==> config.mk <==
export PLATFORM = sky130hd
export DESIGN_NAME = pic_bus_master
export DESIGN_NICKNAME = d
export VERILOG_FILES = /design/src/rtl/pic_pkg.sv /design/src/rtl/pic_bus_phase_timer.sv /design/src/rtl/pic_bus_master.sv
export SDC_FILE = /design/constraint.sdc
export NUM_CORES = 1
export LEC_CHECK = 0
export BUFFER_PORTS_ARGS = -buffer_cell sky130_fd_sc_hd__buf_2
export CORE_MARGIN = 10
export CORE_UTILIZATION = 47
export DETAILED_ROUTE_END_ITERATION = 10
export PLACE_DENSITY = 0.76
export SYNTH_ARGS = -nofsm -noshare
export SYNTH_HDL_FRONTEND = slang
export SYNTH_SLANG_ARGS = --single-unit
==> constraint.sdc <==
create_clock -name clk -period 1.65 [get_ports clk]
set_clock_uncertainty 0.05 [all_clocks]
set_input_delay 0 -clock clk [delete_from_list [all_inputs] [get_ports clk]]
set_output_delay 0 -clock clk [all_outputs]
set_load 0.05 [all_outputs]
==> src/rtl/pic_pkg.sv <==
// Shared types and constants for the 8259 host-side bus master.
// ICW sequencing helper lives here so the top stays focused on timing.
package pic_pkg;

    typedef enum logic [2:0] {
        ST_IDLE,
        ST_SETUP,
        ST_STROBE,
        ST_HOLD,
        ST_INTA_LOW,
        ST_INTA_GAP,
        ST_FINISH
    } state_t;

    typedef enum logic [1:0] {
        OP_INIT,
        OP_OCW,
        OP_READ,
        OP_INTA
    } op_t;

    localparam int ICW1_IC4  = 0;
    localparam int ICW1_SNGL = 1;
    localparam int ICW1_INIT = 4;

    localparam logic A0_CMD  = 1'b0;
    localparam logic A0_DATA = 1'b1;

    // Returns {more, nextIdx}: the next ICW that is actually sent after idx.
    function automatic logic [2:0] nextIcw(input logic [1:0] idx, input logic sngl,
                                           input logic ic4);
        logic [2:0] sel;
        sel = 3'b000;
        case (idx)
            2'd0: sel = {1'b1, 2'd1};
            2'd1: begin
                if (!sngl) begin
                    sel = {1'b1, 2'd2};
                end else if (ic4) begin
                    sel = {1'b1, 2'd3};
                end
            end
            2'd2: if (ic4) sel = {1'b1, 2'd3};
            default: sel = 3'b000;
        endcase
        return sel;
    endfunction

endpackage

==> src/rtl/pic_bus_phase_timer.sv <==
// Loadable 4-bit down-counter; expired_o is high once the count reaches zero.
// A phase of N clocks is timed by loading N-1 on the phase entry edge.
module pic_bus_phase_timer (
    input  logic       clk,
    input  logic       rst,
    input  logic       load_i,
    input  logic [3:0] loadVal_i,
    output logic       expired_o
);

    logic [3:0] count_q, count_d;

    always_comb begin
        count_d = count_q;
        if (load_i) begin
            count_d = loadVal_i;
        end else if (count_q != 4'd0) begin
            count_d = count_q - 4'd1;
        end
    end

    always_ff @(posedge clk) begin
        if (rst) begin
            count_q <= 4'd0;
        end else begin
            count_q <= count_d;
        end
    end

    assign expired_o = (count_q == 4'd0);

endmodule

==> src/rtl/pic_bus_master.sv <==
// CPU-side initiator for the 8259 host interface: ICW init sequences, OCW
// writes, status reads and the INTA acknowledge cycle with vector capture.
module pic_bus_master
    import pic_pkg::*;
#(
    parameter int unsigned SETUP_CYC  = 1,
    parameter int unsigned STROBE_CYC = 2,
    parameter int unsigned HOLD_CYC   = 1,
    parameter int unsigned NUM_INTA   = 2,
    parameter int unsigned INTA_GAP   = 2
) (
    input  logic       clk,
    input  logic       rst,
    input  logic       init_req,
    input  logic [7:0] icw1,
    input  logic [7:0] icw2,
    input  logic [7:0] icw3,
    input  logic [7:0] icw4,
    input  logic       ocw_req,
    input  logic       ocw_a0,
    input  logic [7:0] ocw_data,
    input  logic       rd_req,
    input  logic       rd_a0,
    input  logic       int_in,
    output logic       busy,
    output logic       done,
    output logic [7:0] rd_data,
    output logic       vector_valid,
    output logic [7:0] vector,
    output logic       WR_n,
    output logic       RD_n,
    output logic       INTA_n,
    output logic       A0,
    output logic [7:0] data_out,
    output logic       data_oe,
    input  logic [7:0] data_in
);

    localparam logic [3:0] SETUP_LD  = 4'(SETUP_CYC - 1);
    localparam logic [3:0] STROBE_LD = 4'(STROBE_CYC - 1);
    localparam logic [3:0] HOLD_LD   = 4'(HOLD_CYC - 1);
    localparam logic [3:0] GAP_LD    = 4'(INTA_GAP - 1);
    localparam logic [1:0] INTA_LAST = 2'(NUM_INTA - 1);

    state_t     state_q, state_d;
    op_t        op_q, op_d;
    logic [1:0] icwIdx_q, icwIdx_d;
    logic [1:0] intaCnt_q, intaCnt_d;
    logic       a0_q, a0_d;
    logic [7:0] dout_q, dout_d;
    logic       sngl_q, ic4_q;
    logic [7:0] icw2_q, icw3_q, icw4_q;
    logic [7:0] rdData_q, vector_q;

    logic       timerLoad;
    logic [3:0] timerVal;
    logic       timerExp;
    logic [2:0] nextSel;
    logic [7:0] icw1Forced;
    logic       accInit;
    logic       isWrite;

    pic_bus_phase_timer u_timer (
        .clk      (clk),
        .rst      (rst),
        .load_i   (timerLoad),
        .loadVal_i(timerVal),
        .expired_o(timerExp)
    );

    assign accInit = (state_q == ST_IDLE) && init_req;
    assign nextSel = nextIcw(icwIdx_q, sngl_q, ic4_q);

    always_comb begin
        icw1Forced            = icw1;
        icw1Forced[ICW1_INIT] = 1'b1;
    end

    // Next-state logic; the bus A0/data registers are reloaded on every SETUP entry.
    always_comb begin
        state_d   = state_q;
        op_d      = op_q;
        icwIdx_d  = icwIdx_q;
        intaCnt_d = intaCnt_q;
        a0_d      = a0_q;
        dout_d    = dout_q;
        timerLoad = 1'b0;
        timerVal  = 4'd0;
        unique case (state_q)
            ST_IDLE: begin
                if (init_req) begin
                    state_d   = ST_SETUP;
                    op_d      = OP_INIT;
                    icwIdx_d  = 2'd0;
                    a0_d      = A0_CMD;
                    dout_d    = icw1Forced;
                    timerLoad = 1'b1;
                    timerVal  = SETUP_LD;
                end else if (ocw_req) begin
                    state_d   = ST_SETUP;
                    op_d      = OP_OCW;
                    a0_d      = ocw_a0;
                    dout_d    = ocw_data;
                    timerLoad = 1'b1;
                    timerVal  = SETUP_LD;
                end else if (rd_req) begin
                    state_d   = ST_SETUP;
                    op_d      = OP_READ;
                    a0_d      = rd_a0;
                    timerLoad = 1'b1;
                    timerVal  = SETUP_LD;
                end else if (int_in) begin
                    state_d   = ST_INTA_LOW;
                    op_d      = OP_INTA;
                    intaCnt_d = 2'd0;
                    timerLoad = 1'b1;
                    timerVal  = STROBE_LD;
                end
            end
            ST_SETUP: begin
                if (timerExp) begin
                    state_d   = ST_STROBE;
                    timerLoad = 1'b1;
                    timerVal  = STROBE_LD;
                end
            end
            ST_STROBE: begin
                if (timerExp) begin
                    state_d   = ST_HOLD;
                    timerLoad = 1'b1;
                    timerVal  = HOLD_LD;
                end
            end
            ST_HOLD: begin
                if (timerExp) begin
                    if (op_q == OP_INIT && nextSel[2]) begin
                        state_d   = ST_SETUP;
                        icwIdx_d  = nextSel[1:0];
                        a0_d      = A0_DATA;
                        timerLoad = 1'b1;
                        timerVal  = SETUP_LD;
                        case (nextSel[1:0])
                            2'd2:    dout_d = icw3_q;
                            2'd3:    dout_d = icw4_q;
                            default: dout_d = icw2_q;
                        endcase
                    end else begin
                        state_d = ST_FINISH;
                    end
                end
            end
            ST_INTA_LOW: begin
                if (timerExp) begin
                    if (intaCnt_q == INTA_LAST) begin
                        state_d = ST_FINISH;
                    end else begin
                        state_d   = ST_INTA_GAP;
                        intaCnt_d = intaCnt_q + 2'd1;
                        timerLoad = 1'b1;
                        timerVal  = GAP_LD;
                    end
                end
            end
            ST_INTA_GAP: begin
                if (timerExp) begin
                    state_d   = ST_INTA_LOW;
                    timerLoad = 1'b1;
                    timerVal  = STROBE_LD;
                end
            end
            ST_FINISH: state_d = ST_IDLE;
            default:   state_d = ST_IDLE;
        endcase
    end

    // Read data and vector are captured on the last low clock of their strobe.
    always_ff @(posedge clk) begin
        if (rst) begin
            state_q   <= ST_IDLE;
            op_q      <= OP_INIT;
            icwIdx_q  <= 2'd0;
            intaCnt_q <= 2'd0;
            a0_q      <= 1'b0;
            dout_q    <= 8'h00;
            sngl_q    <= 1'b0;
            ic4_q     <= 1'b0;
            icw2_q    <= 8'h00;
            icw3_q    <= 8'h00;
            icw4_q    <= 8'h00;
            rdData_q  <= 8'h00;
            vector_q  <= 8'h00;
        end else begin
            state_q   <= state_d;
            op_q      <= op_d;
            icwIdx_q  <= icwIdx_d;
            intaCnt_q <= intaCnt_d;
            a0_q      <= a0_d;
            dout_q    <= dout_d;
            if (accInit) begin
                sngl_q <= icw1[ICW1_SNGL];
                ic4_q  <= icw1[ICW1_IC4];
                icw2_q <= icw2;
                icw3_q <= icw3;
                icw4_q <= icw4;
            end
            if (state_q == ST_STROBE && timerExp && op_q == OP_READ) begin
                rdData_q <= data_in;
            end
            if (state_q == ST_INTA_LOW && timerExp && intaCnt_q == INTA_LAST) begin
                vector_q <= data_in;
            end
        end
    end

    assign isWrite      = (op_q == OP_INIT) || (op_q == OP_OCW);
    assign busy         = (state_q != ST_IDLE) && (state_q != ST_FINISH);
    assign done         = (state_q == ST_FINISH) && (op_q != OP_INTA);
    assign vector_valid = (state_q == ST_FINISH) && (op_q == OP_INTA);
    assign WR_n         = !((state_q == ST_STROBE) && isWrite);
    assign RD_n         = !((state_q == ST_STROBE) && (op_q == OP_READ));
    assign INTA_n       = (state_q != ST_INTA_LOW);
    assign data_oe      = isWrite && ((state_q == ST_SETUP) || (state_q == ST_STROBE) ||
                                      (state_q == ST_HOLD));
    assign A0           = a0_q;
    assign data_out     = dout_q;
    assign rd_data      = rdData_q;
    assign vector       = vector_q;

endmodule

# Word-level counts from Yosys, hierarchy flattened
# Cells that the tools add are included.
[classes] addsub=2 eq_ne=32 mux=62 n_reduce_logical=35
[ops] operator="$mux 3" count=12
[ops] operator="$mux 8" count=4
[ops] operator="$pmux 8 s2" count=2
[ops] operator="$mux 2" count=14
[ops] operator="$ne 2x2->1 const B" count=13
[ops] operator="$mux 1" count=21
[ops] operator="$pmux 3 s6" count=1
[ops] operator="$logic_and 1x1->1" count=12
[ops] operator="$reduce_and 4->1" count=3
[ops] operator="$eq 2x2->1 const B" count=5
[ops] operator="$eq 3x3->1 const B" count=3
[ops] operator="$ne 3x3->1 const B" count=3
[ops] operator="$pmux 3 s3" count=1
[ops] operator="$mux 4" count=2
[ops] operator="$pmux 2 s2" count=2
[ops] operator="$reduce_bool 4->1" count=2
[ops] operator="$reduce_and 7->1" count=1
[ops] operator="$eq 2x1->1 const B" count=3
[ops] operator="$eq 3x2->1 const B" count=2
[ops] operator="$reduce_and 6->1" count=1
[ops] operator="$reduce_bool 2->1" count=3
[ops] operator="$ne 5x5->1 const B" count=1
[ops] operator="$logic_not 2->1" count=2
[ops] operator="$logic_not 4->1" count=1
[ops] operator="14 further kinds" count=17
[totals] reg_bits=64

# Logic depth before layout (Yosys ltp)
[logic_depth] word_depth=8 mapped_depth=9 depth_no_buf=7

# By module
# Synthesis repeated with hierarchy kept, for this count alone.
[unflattened] cells_unflattened=358 hier_area_um2=3057.9
[modules_own_cells] mod="pic_bus_master" n_inst=1 cells_each=334 area_per_inst_um2=2829.0
[modules_own_cells] mod="pic_bus_phase_timer" n_inst=1 cells_each=24 area_per_inst_um2=229.0

# Worst setup path after synthesis
# Ideal clock, no wire load.
[synth_timing] kind="register to register" start="register state_q[1]" end="register rdData_q[0] (netlist: rd_data[0])" setup_time_ps=128 t_arrival_ps=1896 required_time_ps=1472 path_slack_ps=-424 stages_incl_launch_ff=7 path_buffers=1 path_cell_list="dfxtp_1 buf_2 nor2b_1 nand3_1 nor2_2 mux2i_1 nor2_1"
[synth_between] elab_chain_len=3
[synth_lines] item="start: declaration" line="pic_bus_master.sv:45" rtl="state_t state_q, state_d;"
[synth_lines] item="start signal: assignment" line="pic_bus_master.sv:193" rtl="state_q <= state_d;"
[synth_lines] item="$eq 3x2->1" line="pic_bus_master.sv:206" rtl="if (state_q == ST_STROBE && timerExp && op_q == OP_READ) begin"
[synth_lines] item="$logic_and 1x1->1 (2 in series)" line="pic_bus_master.sv:206"
[synth_lines] item="end signal: assignment" line="pic_bus_master.sv:207" rtl="rdData_q <= data_in;"
[synth_lines] item="end: declaration" line="pic_bus_master.sv:53" rtl="logic [7:0] rdData_q, vector_q;"
# Every way passes these cells.
# A chain may end at the register's enable or synchronous reset.

# Worst setup path in the final report
[layout_timing] start="register u_timer.count_q[0]" end="register icwIdx_q[0]"
[layout_between] elab_chain_len=3
[layout_lines] item="start: declaration" line="pic_bus_phase_timer.sv:11" rtl="logic [3:0] count_q, count_d;"
[layout_lines] item="start signal: assignment" line="pic_bus_phase_timer.sv:26" rtl="count_q <= count_d;"
[layout_lines] item="$logic_not 4->1" line="pic_bus_phase_timer.sv:30" rtl="assign expired_o = (count_q == 4'd0);"
[layout_lines] item="$ne 2x2->1 (no line)"
[layout_lines] item="$reduce_and 4->1 (no line)"
[layout_lines] item="end signal: assignment" line="pic_bus_master.sv:195" rtl="icwIdx_q <= icwIdx_d;"
[layout_lines] item="end: declaration" line="pic_bus_master.sv:47" rtl="logic [1:0] icwIdx_q, icwIdx_d;"
# Every way passes these cells.

==> results.txt <==
- The flow ran to the end, but the final reports show violations.
* Failing checks: negative setup slack
- Insertion delay of the later-clocked pin in the worst-skew pair: 0.35 ns
* Pins over their slew limit: 0
- The critical path contains buffers and inverters numbering 3 combined.
* Most repeated library cell on the critical path: buf_6
* Vias per cell: 5.90
* Height of the chip: 101 um
- Worst Tran Pin Value: 0.559 ns
- Final-report hold violation count: 0
* Cell with the most instances after synthesis: nand2_1
- After the flow finishes, the layout carries non-filler instances totaling 625.
- Sequential-to-total area share from yosys stat: 0.419
- Dividing the final minimum period by the clock period gives 1.10.
- Counting flops and latches in the post-synthesis netlist gives 64.
- Number of enable-type register cells in the synthesized netlist: 0
- The share of synthesized area in the top cell type comes to 0.419.
- TritonCTS clock tree: yes
- Detailed Place HPWL: 6.79 mm
- Sum Neg Setup Slack: -2.56 ns
- DRC violation count after routing: 0
- Io pins: 88
* Effective utilization at floorplan: 0.481
- Counting along the longest clock path gives a buffer depth of 2.
* Total power divided by cell area: 1640 nW/um2
- In the final routed layout, each cell accounts on average for 19.6 um.
* Startpoint type of the worst setup path: flip-flop
* Wire length of the first global-routing pass: 17.3 mm
- The initial antenna violation count is 1.
- Entering global routing, the biggest net connects 37 pins.
* Setup violators final: 32
- In the post-route analysis, the smallest setup slack over all paths is -0.169 ns.
* Crit path capture type: flip-flop
- After clock tree synthesis, the clock-pin slew on the worst setup and hold paths is 0.08 ns.
- Cells taking the most area after synthesis: dfxtp_1, nand2_1, mux2i_1
- Number of buffers created by CTS: 9
- Maximum fanout along the worst path: 7
- TritonCTS Sinks: 64
* Critical Path RT: 1.85 ns
- Counting the fill cells in the layout gives 351.
- Critical-path cell list: inv_2, ha_4, or3b_4, buf_6, buf_6, nor3_1, a221oi_2, o2bb2ai_1
* Root cell of the clock tree: clkbuf_8
* Crit path largest cell delay: 0.39 ns
- Tot GR Track Use: 0.206
- Static leakage power: 2.16 nW
- Leading register cell type out of synthesis: dfxtp_1
* Number of global-route vias before repair: 3596
- Placer congestion estimate: 0.874
- Once placement completed, the tool counted placed cells totaling 548.
- Across all layers, the routed design uses 3685 vias.
* Cell accounting for the most synthesized area: dfxtp_1
- Across the run, the number of max-cap violations was 0.
- The detail route stage leaves a number of antenna-violating nets equal to 0.
- Cell family contributing the most delay on the critical path: simple AND/OR/NAND/NOR gates
- Max_slew headroom: 0.625
- Warning count from the yosys run: 0
- Count of input and output buffers: 86
* Number of detailed-routing iterations run before antenna repair: 5
- Setup repair after global routing could not meet its margin everywhere.
* Maximum clock frequency: 550 MHz
- Die outline area: 10100 um2
- The largest individual stage delay along the critical path comes from the cell or3b_4.
- Net count after synthesis: 429
* Iteration-0 DRC count of the detailed router: 426
- Of the cells placed in the final design, the portion with a size suffix greater than 1 is 0.371.
- Row count: 29
- Syn Std Cell Area: 3060 um2
* Area of the core region: 6350 um2
- Maximum level of the CTS H-tree: 3
- The floorplan step set the die width to 101 um.
* Total routed wirelength: 12.2 mm
* Overflow after GRT: 0
- Data arrival time at the worst-slack endpoint: 2.02 ns
- In this run the worst hold path is classified as input pin to flip-flop.
- VDD sags by at most 1.41 mV.
- Layout overhead on the synthesized area: 60.8%
- Library cells used by synthesis: 46
* Total power: 8.07 mW
- Average footprint of a synthesized cell: 8.24 um2
* Crit path time final: 1.82 ns
* FFs w/ async S/R, synth: 0
- Number of instances in the synthesized netlist: 371
* Worst setup path class: flip-flop to flip-flop
- Cell types with the highest counts after synthesis: nand2_1, dfxtp_1, nor2_1
* Fin nets: 600
## worst paths after layout
check	startpoint	to	slack (ns)	depth (start not counted)
setup / recovery	u_timer.count_q[0]	icwIdx_q[0]	-0.17	8
hold / removal	init_req	A0	0.001	3
setup reg to reg	u_timer.count_q[0]	icwIdx_q[0]	-0.17	8
hold reg to reg	data_out[7]	data_out[7]	0.42	1
## worst reg2reg max path, delay by kind of cell, from the launching register on
family	cells	cell delay, ns
AO/OA/AOI/OAI	2	0.27
adder cells (fa/ha/maj)	1	0.13
buffers and inverters	3	0.33
flip-flops	1	0.34
AND/OR/NAND/NOR	2	0.61
## logic make-up after synthesis
group | Yosys count | synth area share
AOI/OAI and AO/OA | 94 | 0.210
adders and majority gates | 2 | 0.00819
buffers and inverters | 32 | 0.0475
DFF | 64 | 0.419
muxes | 26 | 0.0856
and+or+nand+nor | 153 | 0.230
## power breakdown
| group | leakage, nW | total, mW | switching [mW] | internal [mW] |
|---|---|---|---|---|
| logic | 1.51 | 4.26 | 2.39 | 1.88 |
| clock network | 0.119 | 1.72 | 0.669 | 1.05 |
| registers | 0.525 | 2.08 | 0.238 | 1.85 |
| total | 2.16 | 8.07 | 3.29 | 4.77 |
## cells in the final DEF (no fill, tap or decap), drive strengths merged, types with 4 or more instances in the layout
master,instances
nor2,42
a21o,8
dlygate4sd3,45
nand2,70
inv,7
mux2i,25
buf,140
a21oi,35
clkbuf,11
or3,5
a32o,8
a221o,8
o21ai,10
o22ai,4
nor2b,6
nor3,14
a22oi,4
dfxtp,64
## sequential cells by signal, indices dropped and copies added, names as in the netlist
signal,flops
sngl_q,1
icw3_q,8
intaCnt_q,2
state_q,3
icw2_q,8
ic4_q,1
icwIdx_q,2
u_timer.count_q,4
A0,1
op_q,2
vector,8
icw4_q,8
data_out,8
rd_data,8
## routing by layer
layer  global-route usage  vias up  routed length (um)
met5                    0        -                   0
met4               0.0717        0                 399
met3               0.0768       50                1380
met2                0.344      242                5970
met1                0.235     1737                4480
li1                     -     1656                   -
## repair_timing
action,in CTS,in global routing
hold buffers,45,0
pin swaps,5,13
cloned,0,2
endpoints found under the setup margin,32,63
setup buffers,7,7
endpoints found under the hold margin,48,0
resized for setup,22,37
## metrics by stage
step	util	cell area (um2)	hold slack (ns)	setup slack [ns]
after floorplan	-	3130	0.0860	-0.0941
after global placement	0.611	3880	0.191	-0.0476
after detailed placement	0.611	3880	0.196	-0.138
after CTS	0.740	4700	0.000714	-0.0894
after global routing	0.774	4910	0.0265	-0.195
final	0.774	4910	0.00118	-0.169
## final cells by class
cell class	instances	area [um2]	share of cell area
multi-input combinational	275	1820	0.369
inverter	6	22.5	0.00458
clock buffer	10	138	0.0280
clock inverter	6	114	0.0232
sequential	64	1290	0.263
timing repair buffer	186	1430	0.291
tap	77	96.3	0.0196
antenna	1	2.50	0.000509
Note: power is estimated with default switching activity, not from simulation.
